==> src/rtl/ascon_pack.sv <==
// Shared Ascon definitions: the 320-bit permutation state as five 64-bit words
// and the sequencing states of the serial substitution layer.
package ascon_pack;

   localparam int NUM_WORDS = 5;
   localparam int WORD_W    = 64;

   // Word index 0 holds x0, index 4 holds x4.
   typedef logic [NUM_WORDS-1:0][WORD_W-1:0] type_state;

   typedef enum logic [1:0] {
      IDLE = 2'd0,
      RUN  = 2'd1,
      DONE = 2'd2
   } type_sub_fsm;

endpackage

==> src/rtl/sbox.sv <==
// Ascon 5-bit S-box in its bitsliced boolean form; input and output are
// ordered {x0,x1,x2,x3,x4} with x0 as MSB.
module sbox (
   input  logic [4:0] sbox_i,
   output logic [4:0] sbox_o
);

   logic a0, a1, a2, a3, a4;
   logic t0, t1, t2, t3, t4;
   logic b0, b1, b2, b3, b4;

   assign a0 = sbox_i[4] ^ sbox_i[0];
   assign a1 = sbox_i[3];
   assign a2 = sbox_i[2] ^ sbox_i[3];
   assign a3 = sbox_i[1];
   assign a4 = sbox_i[0] ^ sbox_i[1];

   // Chi-like nonlinear layer.
   assign t0 = ~a0 & a1;
   assign t1 = ~a1 & a2;
   assign t2 = ~a2 & a3;
   assign t3 = ~a3 & a4;
   assign t4 = ~a4 & a0;

   assign b0 = a0 ^ t1;
   assign b1 = a1 ^ t2;
   assign b2 = a2 ^ t3;
   assign b3 = a3 ^ t4;
   assign b4 = a4 ^ t0;

   assign sbox_o = {b0 ^ b4, b1 ^ b0, ~b2, b3 ^ b2, b4};

endmodule

==> src/rtl/substitution_layer_serial.sv <==
// Ascon substitution layer applied COLS_PER_CYCLE columns per clock over a
// 64-column working register, with a start/busy/done handshake.
//
// state | meaning
// IDLE  | result held on state_o, waiting for start_i
// RUN   | substituting one column group per clock
// DONE  | one-cycle completion pulse, start_i accepted without a bubble
module substitution_layer_serial
   import ascon_pack::*;
#(
   parameter int COLS_PER_CYCLE = 4
) (
   input  logic      clock_i,
   input  logic      resetb_i,
   input  logic      start_i,
   input  type_state state_i,
   output type_state state_o,
   output logic      busy_o,
   output logic      done_o
);

   localparam int GROUPS = WORD_W / COLS_PER_CYCLE;
   localparam int CNT_W  = (GROUPS > 1) ? $clog2(GROUPS) : 1;
   localparam logic [CNT_W-1:0] CNT_LAST = CNT_W'(GROUPS - 1);

   type_sub_fsm      fsm_q, fsm_d;
   logic [CNT_W-1:0] cnt_q, cnt_d;
   type_state        work_q, work_d;
   type_state        sub_state;
   logic [5:0]       base_col;
   logic [4:0]       col_in  [COLS_PER_CYCLE];
   logic [4:0]       col_out [COLS_PER_CYCLE];

   assign base_col = 6'(int'(cnt_q) * COLS_PER_CYCLE);

   for (genvar j = 0; j < COLS_PER_CYCLE; j++) begin : g_lane
      logic [5:0] col_idx;
      assign col_idx = base_col + 6'(j);
      for (genvar w = 0; w < NUM_WORDS; w++) begin : g_gather
         assign col_in[j][4-w] = work_q[w][col_idx];
      end
      sbox u_sbox (
         .sbox_i (col_in[j]),
         .sbox_o (col_out[j])
      );
   end

   // Column k belongs to group k/COLS_PER_CYCLE, lane k%COLS_PER_CYCLE.
   for (genvar k = 0; k < WORD_W; k++) begin : g_col
      for (genvar w = 0; w < NUM_WORDS; w++) begin : g_word
         assign sub_state[w][k] = (cnt_q == CNT_W'(k / COLS_PER_CYCLE))
                                ? col_out[k % COLS_PER_CYCLE][4-w]
                                : work_q[w][k];
      end
   end

   always_comb begin
      fsm_d  = fsm_q;
      cnt_d  = cnt_q;
      work_d = work_q;
      case (fsm_q)
         IDLE, DONE: begin
            if (start_i) begin
               work_d = state_i;
               cnt_d  = '0;
               fsm_d  = RUN;
            end else begin
               fsm_d  = IDLE;
            end
         end
         RUN: begin
            work_d = sub_state;
            if (cnt_q == CNT_LAST) begin
               fsm_d = DONE;
            end else begin
               cnt_d = cnt_q + 1'b1;
            end
         end
         default: fsm_d = IDLE;
      endcase
   end

   always_ff @(posedge clock_i or negedge resetb_i) begin
      if (!resetb_i) begin
         fsm_q  <= IDLE;
         cnt_q  <= '0;
         work_q <= '0;
      end else begin
         fsm_q  <= fsm_d;
         cnt_q  <= cnt_d;
         work_q <= work_d;
      end
   end

   assign state_o = work_q;
   assign busy_o  = (fsm_q == RUN);
   assign done_o  = (fsm_q == DONE);

endmodule

==> config.mk <==
export PLATFORM = sky130hd
export DESIGN_NAME = substitution_layer_serial
export DESIGN_NICKNAME = d
export VERILOG_FILES = /design/src/rtl/ascon_pack.sv /design/src/rtl/sbox.sv /design/src/rtl/substitution_layer_serial.sv
export SDC_FILE = /design/constraint.sdc
export NUM_CORES = 1
export LEC_CHECK = 0
export ABC_AREA = 1
export CAP_MARGIN = 20
export CORE_AREA = 4 4 250 252
export CTS_CLUSTER_SIZE = 16
export DETAILED_ROUTE_END_ITERATION = 7
export DIE_AREA = 0 0 254 256
export PLACE_DENSITY = 0.62
export SLEW_MARGIN = 20
export SYNTH_ARGS = -nofsm -noshare
export SYNTH_HDL_FRONTEND = slang
export SYNTH_SLANG_ARGS = --single-unit
==> constraint.sdc <==
create_clock -name clock_i -period 2.9 [get_ports clock_i]
set_input_delay 0.435 -clock clock_i [delete_from_list [all_inputs] [get_ports clock_i]]
set_output_delay 0.435 -clock clock_i [all_outputs]
set_load 0.01 [all_outputs]
==> impl_metrics.env <==
export IMPL_rsz_0062_raised_after_global_routing="true"
export IMPL_synthFlopType="sky130_fd_sc_hd__dfrtp_1"
export IMPL_routed_via_density=5.48
export IMPL_worstReg2RegStart="cnt_q[0]"
export IMPL_worst_slew_margin_rel_pct=23.9
export IMPL_worstHoldPathType="input pin to flip-flop"
export IMPL_clk_path_buf_depth=3
export IMPL_worst_r2r_setup_slack_ns=0.01
export IMPL_final_net_count=3390
export IMPL_power_density_nw_per_um2=1740
export IMPL_route_detailed_drc=0
export IMPL_overall_power_consumption_uw=50000
export IMPL_grt_first_pass_wirelength_um=147000
export IMPL_status="finished, final reports clean"
export IMPL_internal_power_contribution_uw=24800
export IMPL_synth_most_common_cell="sky130_fd_sc_hd__nand2_1"
export IMPL_final_count_of_negative_setup_slack_endpoints=0
export IMPL_detail_route_wirelength_um=107000
export IMPL_detailedRoute_firstIterationViolations=2069
export IMPL_cts_tree="built"
export IMPL_seq_power_share_pct=19.0
export IMPL_port_buffers=644
export IMPL_holdWs_ns=0.424
export IMPL_swShare_pct=50.4
export IMPL_pwr_share_clk_pct=10.8
export IMPL_netlist_instances=2368
export IMPL_cell_types_with_the_largest_area_share_after_synthesis="sky130_fd_sc_hd__dfrtp_1 45%, sky130_fd_sc_hd__a21oi_1 11%, sky130_fd_sc_hd__nand2_1 8.3%, sky130_fd_sc_hd__nor2_1 7.7%, sky130_fd_sc_hd__a21oi_2 3.9%"
export IMPL_vias_after_detailed_routing=21200
export IMPL_total_count_of_hold_check_failures_in_the_final_report=0
export IMPL_numClockSinks=326
export IMPL_floorplan_die_width_um=254
export IMPL_vdd_ir_drop_max_mv=1.24
export IMPL_worstPathCellList="buf_6 > clkinv_8 > clkbuf_16 > nor2_1 > o22ai_2 > nand2_1 > nand4_1 > inv_1 > ha_4 > xor2_4 > xor2_1 > nand2_1 > nand3_4 > clkbuf_16 > a21oi_1"
export IMPL_static_leak_uw=0.0126
export IMPL_synth_cells_most_frequent="401 x sky130_fd_sc_hd__nand2_1, 381 x sky130_fd_sc_hd__a21oi_1, 371 x sky130_fd_sc_hd__nor2_1"
export IMPL_power_switching_uw=25200
export IMPL_routabilityCongestion=0.915
export IMPL_timing_final_max_slew_violations=0
export IMPL_dp_worst_setup_slack_ns=-0.164
export IMPL_area_growth_pct=58.8
export IMPL_post_route_period_util_pct=99.5
export IMPL_setup_slack_ns=0.0135
export IMPL_first_global_vias=21000
export IMPL_cts_buffers=41
export IMPL_grt_use_total_pct=30.6
export IMPL_critical_path_startpoint="cnt_q[0]"
export IMPL_nFillCells=5825
export IMPL_detailed_place_hpwl_um=77400
export IMPL_syn_mean_instance_area_um2=7.67
export IMPL_clkTransAtPathRegs_ns=0.06
export IMPL_ios=645
export IMPL_reg2reg_capture_point="state_o[218]"
export IMPL_antenna_found_initial=7
export IMPL_startpoint_type="flip-flop"
export IMPL_largest_net_degree_at_the_start_of_global_routing=200
export IMPL_setup_worst_path_class="flip-flop to flip-flop"
export IMPL_critPathSlowestCell="sky130_fd_sc_hd__dfrtp_4"
export IMPL_maxCapViolations=0
export IMPL_synth_yosys_seq_area_share_pct=44.9
export IMPL_first_pass_iteration_count_of_the_detailed_router=8
export IMPL_share_comb_of_total_power_pct=70.2
export IMPL_arr_time_crit_path_ns=3.35
export IMPL_worstPathRequired_ns=3.36
export IMPL_finalClockSkew_ns=0.0255
export IMPL_synth_cell_area_um2=18200
export IMPL_synthDominantCellAreaShare_pct=44.9
export IMPL_crit_path_max_fanout=9
export IMPL_crit_end="state_o[218]"
export IMPL_fp_dieH_um=256
export IMPL_layout_min_cycle_time_ns=2.89
export IMPL_synth_async_reset_ratio_pct=100
export IMPL_maxClockFrequency_mhz=346
export IMPL_yosys_warnings=0
export IMPL_synth_cell_types=32
export IMPL_synth_edf_count=0
export IMPL_timing_critical_path_slowest_cell_delay_ns=0.48
export IMPL_worst_slew_pin_slew_ns=1.14
export IMPL_core_area_um2=60100
export IMPL_cts_root_buf="sky130_fd_sc_hd__clkbuf_16"
export IMPL_h_tree_depth=2
export IMPL_critical_path_endpoint_category="flip-flop"
export IMPL_ys_ff_latch=326
export IMPL_initial_core_util_pct=30.2
export IMPL_mappedNetlistNets=2703
export IMPL_ant_nets=0
export IMPL_row_count=90
export IMPL_clk_insertion_delay_late_ns=0.58
export IMPL_timing_reg2reg_worst_path_depth=15
export IMPL_drive_gt1_share_pct=14.4
export IMPL_design_die_area_um2=65000
export IMPL_grt_overflow_total=0
export IMPL_synth_top_area_cell="sky130_fd_sc_hd__dfrtp_1"
export IMPL_wl_per_cell_um=27.7
==> sequential cells by signal, summed over array words and instances, names as in the netlist <==
register and flops:
fsm_q 2, cnt_q 4, state_o 320
==> metrics by stage <==
stage,utilization (%),std cells,setup TNS (ns),instance area [um2]
detailed placement,44.0,3762,-4.98,26500
finish,47.9,3870,0,28800
global placement,44.0,3762,-2.39,26500
floorplan,-,2368,0,18200
global route,47.9,3869,-1.22,28800
CTS,46.4,3836,-0.00752,27900
==> cells in the final DEF, fill, tap and decap left out, drive strengths merged <==
cell	instances
o21ai	114
xnor2	4
or2	3
clkbuf	65
inv	193
xor2	8
buf	163
bufinv	5
dfrtp	326
nand2	411
clkdlybuf4s50	643
a21oi	461
a31oi	67
diode	3
ha	12
o22ai	32
nor3	3
a22oi	71
nand3	94
nor2	375
clkinv	22
o211ai	3
dlygate4sd3	1
nand4	9
==> worst min-delay path by stage <==
stage / from / to / slack, ns / cells past startpoint
after floorplan: resetb_i / cnt_q[0] / 0.14 / 0
after global placement: resetb_i / state_o[122] / 0.46 / 1
after detailed placement: resetb_i / state_o[122] / 0.47 / 1
after CTS: state_i[187] / state_o[187] / 0.40 / 3
after global routing: state_i[167] / state_o[167] / 0.43 / 3
final: state_i[187] / state_o[187] / 0.42 / 3
==> routing by layer <==
| metal | track usage [%] | vias up | part of all wire, % |
|---|---|---|---|
| met2 | 49.7 | 1245 | 46 |
| met5 | 0 | - | 0.054 |
| met4 | 13.0 | 8 | 4.9 |
| li1 | - | 9264 | - |
| met3 | 6.35 | 268 | 8.7 |
| met1 | 39.6 | 10400 | 40 |
==> repair_timing <==
action | in CTS | in global routing
setup endpoints to repair | 105 | 220
gates cloned | 0 | 14
gates resized for setup | 13 | 122
setup buffers | 0 | 18
pin swaps | 2 | 33
endpoints found under the hold margin | 64 | 0
hold buffers | 1 | 0
==> final cells by class <==
type | count | area [um2] | share of cell area, %
multi-input cells | 1667 | 8880 | 30.8
repair buffers | 819 | 8630 | 29.9
flip-flops and latches | 326 | 8170 | 28.3
clock buffers | 53 | 1130 | 3.92
well taps | 782 | 978 | 3.39
inverters | 199 | 769 | 2.67
clock inverters | 20 | 255 | 0.885
repair inverters | 1 | 8.76 | 0.0304
diodes | 3 | 7.51 | 0.0260
==> power by group through the flow <==
stage               registers (uW)  clock network (uW)  logic (uW)
finish                        9490                5420       35100
global route                  9690                5670       37000
CTS                           9420                5480       31800
detailed placement            9460                   0       31500
global placement              9430                   0       31000
floorplan                     9520                   0       15000
==> logic make-up (layout without fill, tap and decap cells) <==
kind of cell | count (synthesis) | in the layout | share of synthesized area (%)
simple gates | 895 | 895 | 20.1
flops | 326 | 326 | 44.9
xor+xnor | 12 | 12 | 0.579
compound gates | 748 | 748 | 24.0
buf+inv | 375 | 1092 | 9.50
fa+ha+maj | 12 | 12 | 0.827
other cells | 0 | 3 | 0
==> worst max-delay path: cells and delay by family (launching register included) <==
| family | cells | cell delay, ns |
|---|---|---|
| DFF | 1 | 0.48 |
| buffers and inverters | 5 | 0.70 |
| AOI/OAI and AO/OA | 2 | 0.34 |
| and+or+nand+nor | 5 | 0.56 |
| xor gates and xnor gates | 2 | 0.36 |
| adders and majority gates | 1 | 0.31 |
No activity file was read; power rests on OpenSTA's default activity.
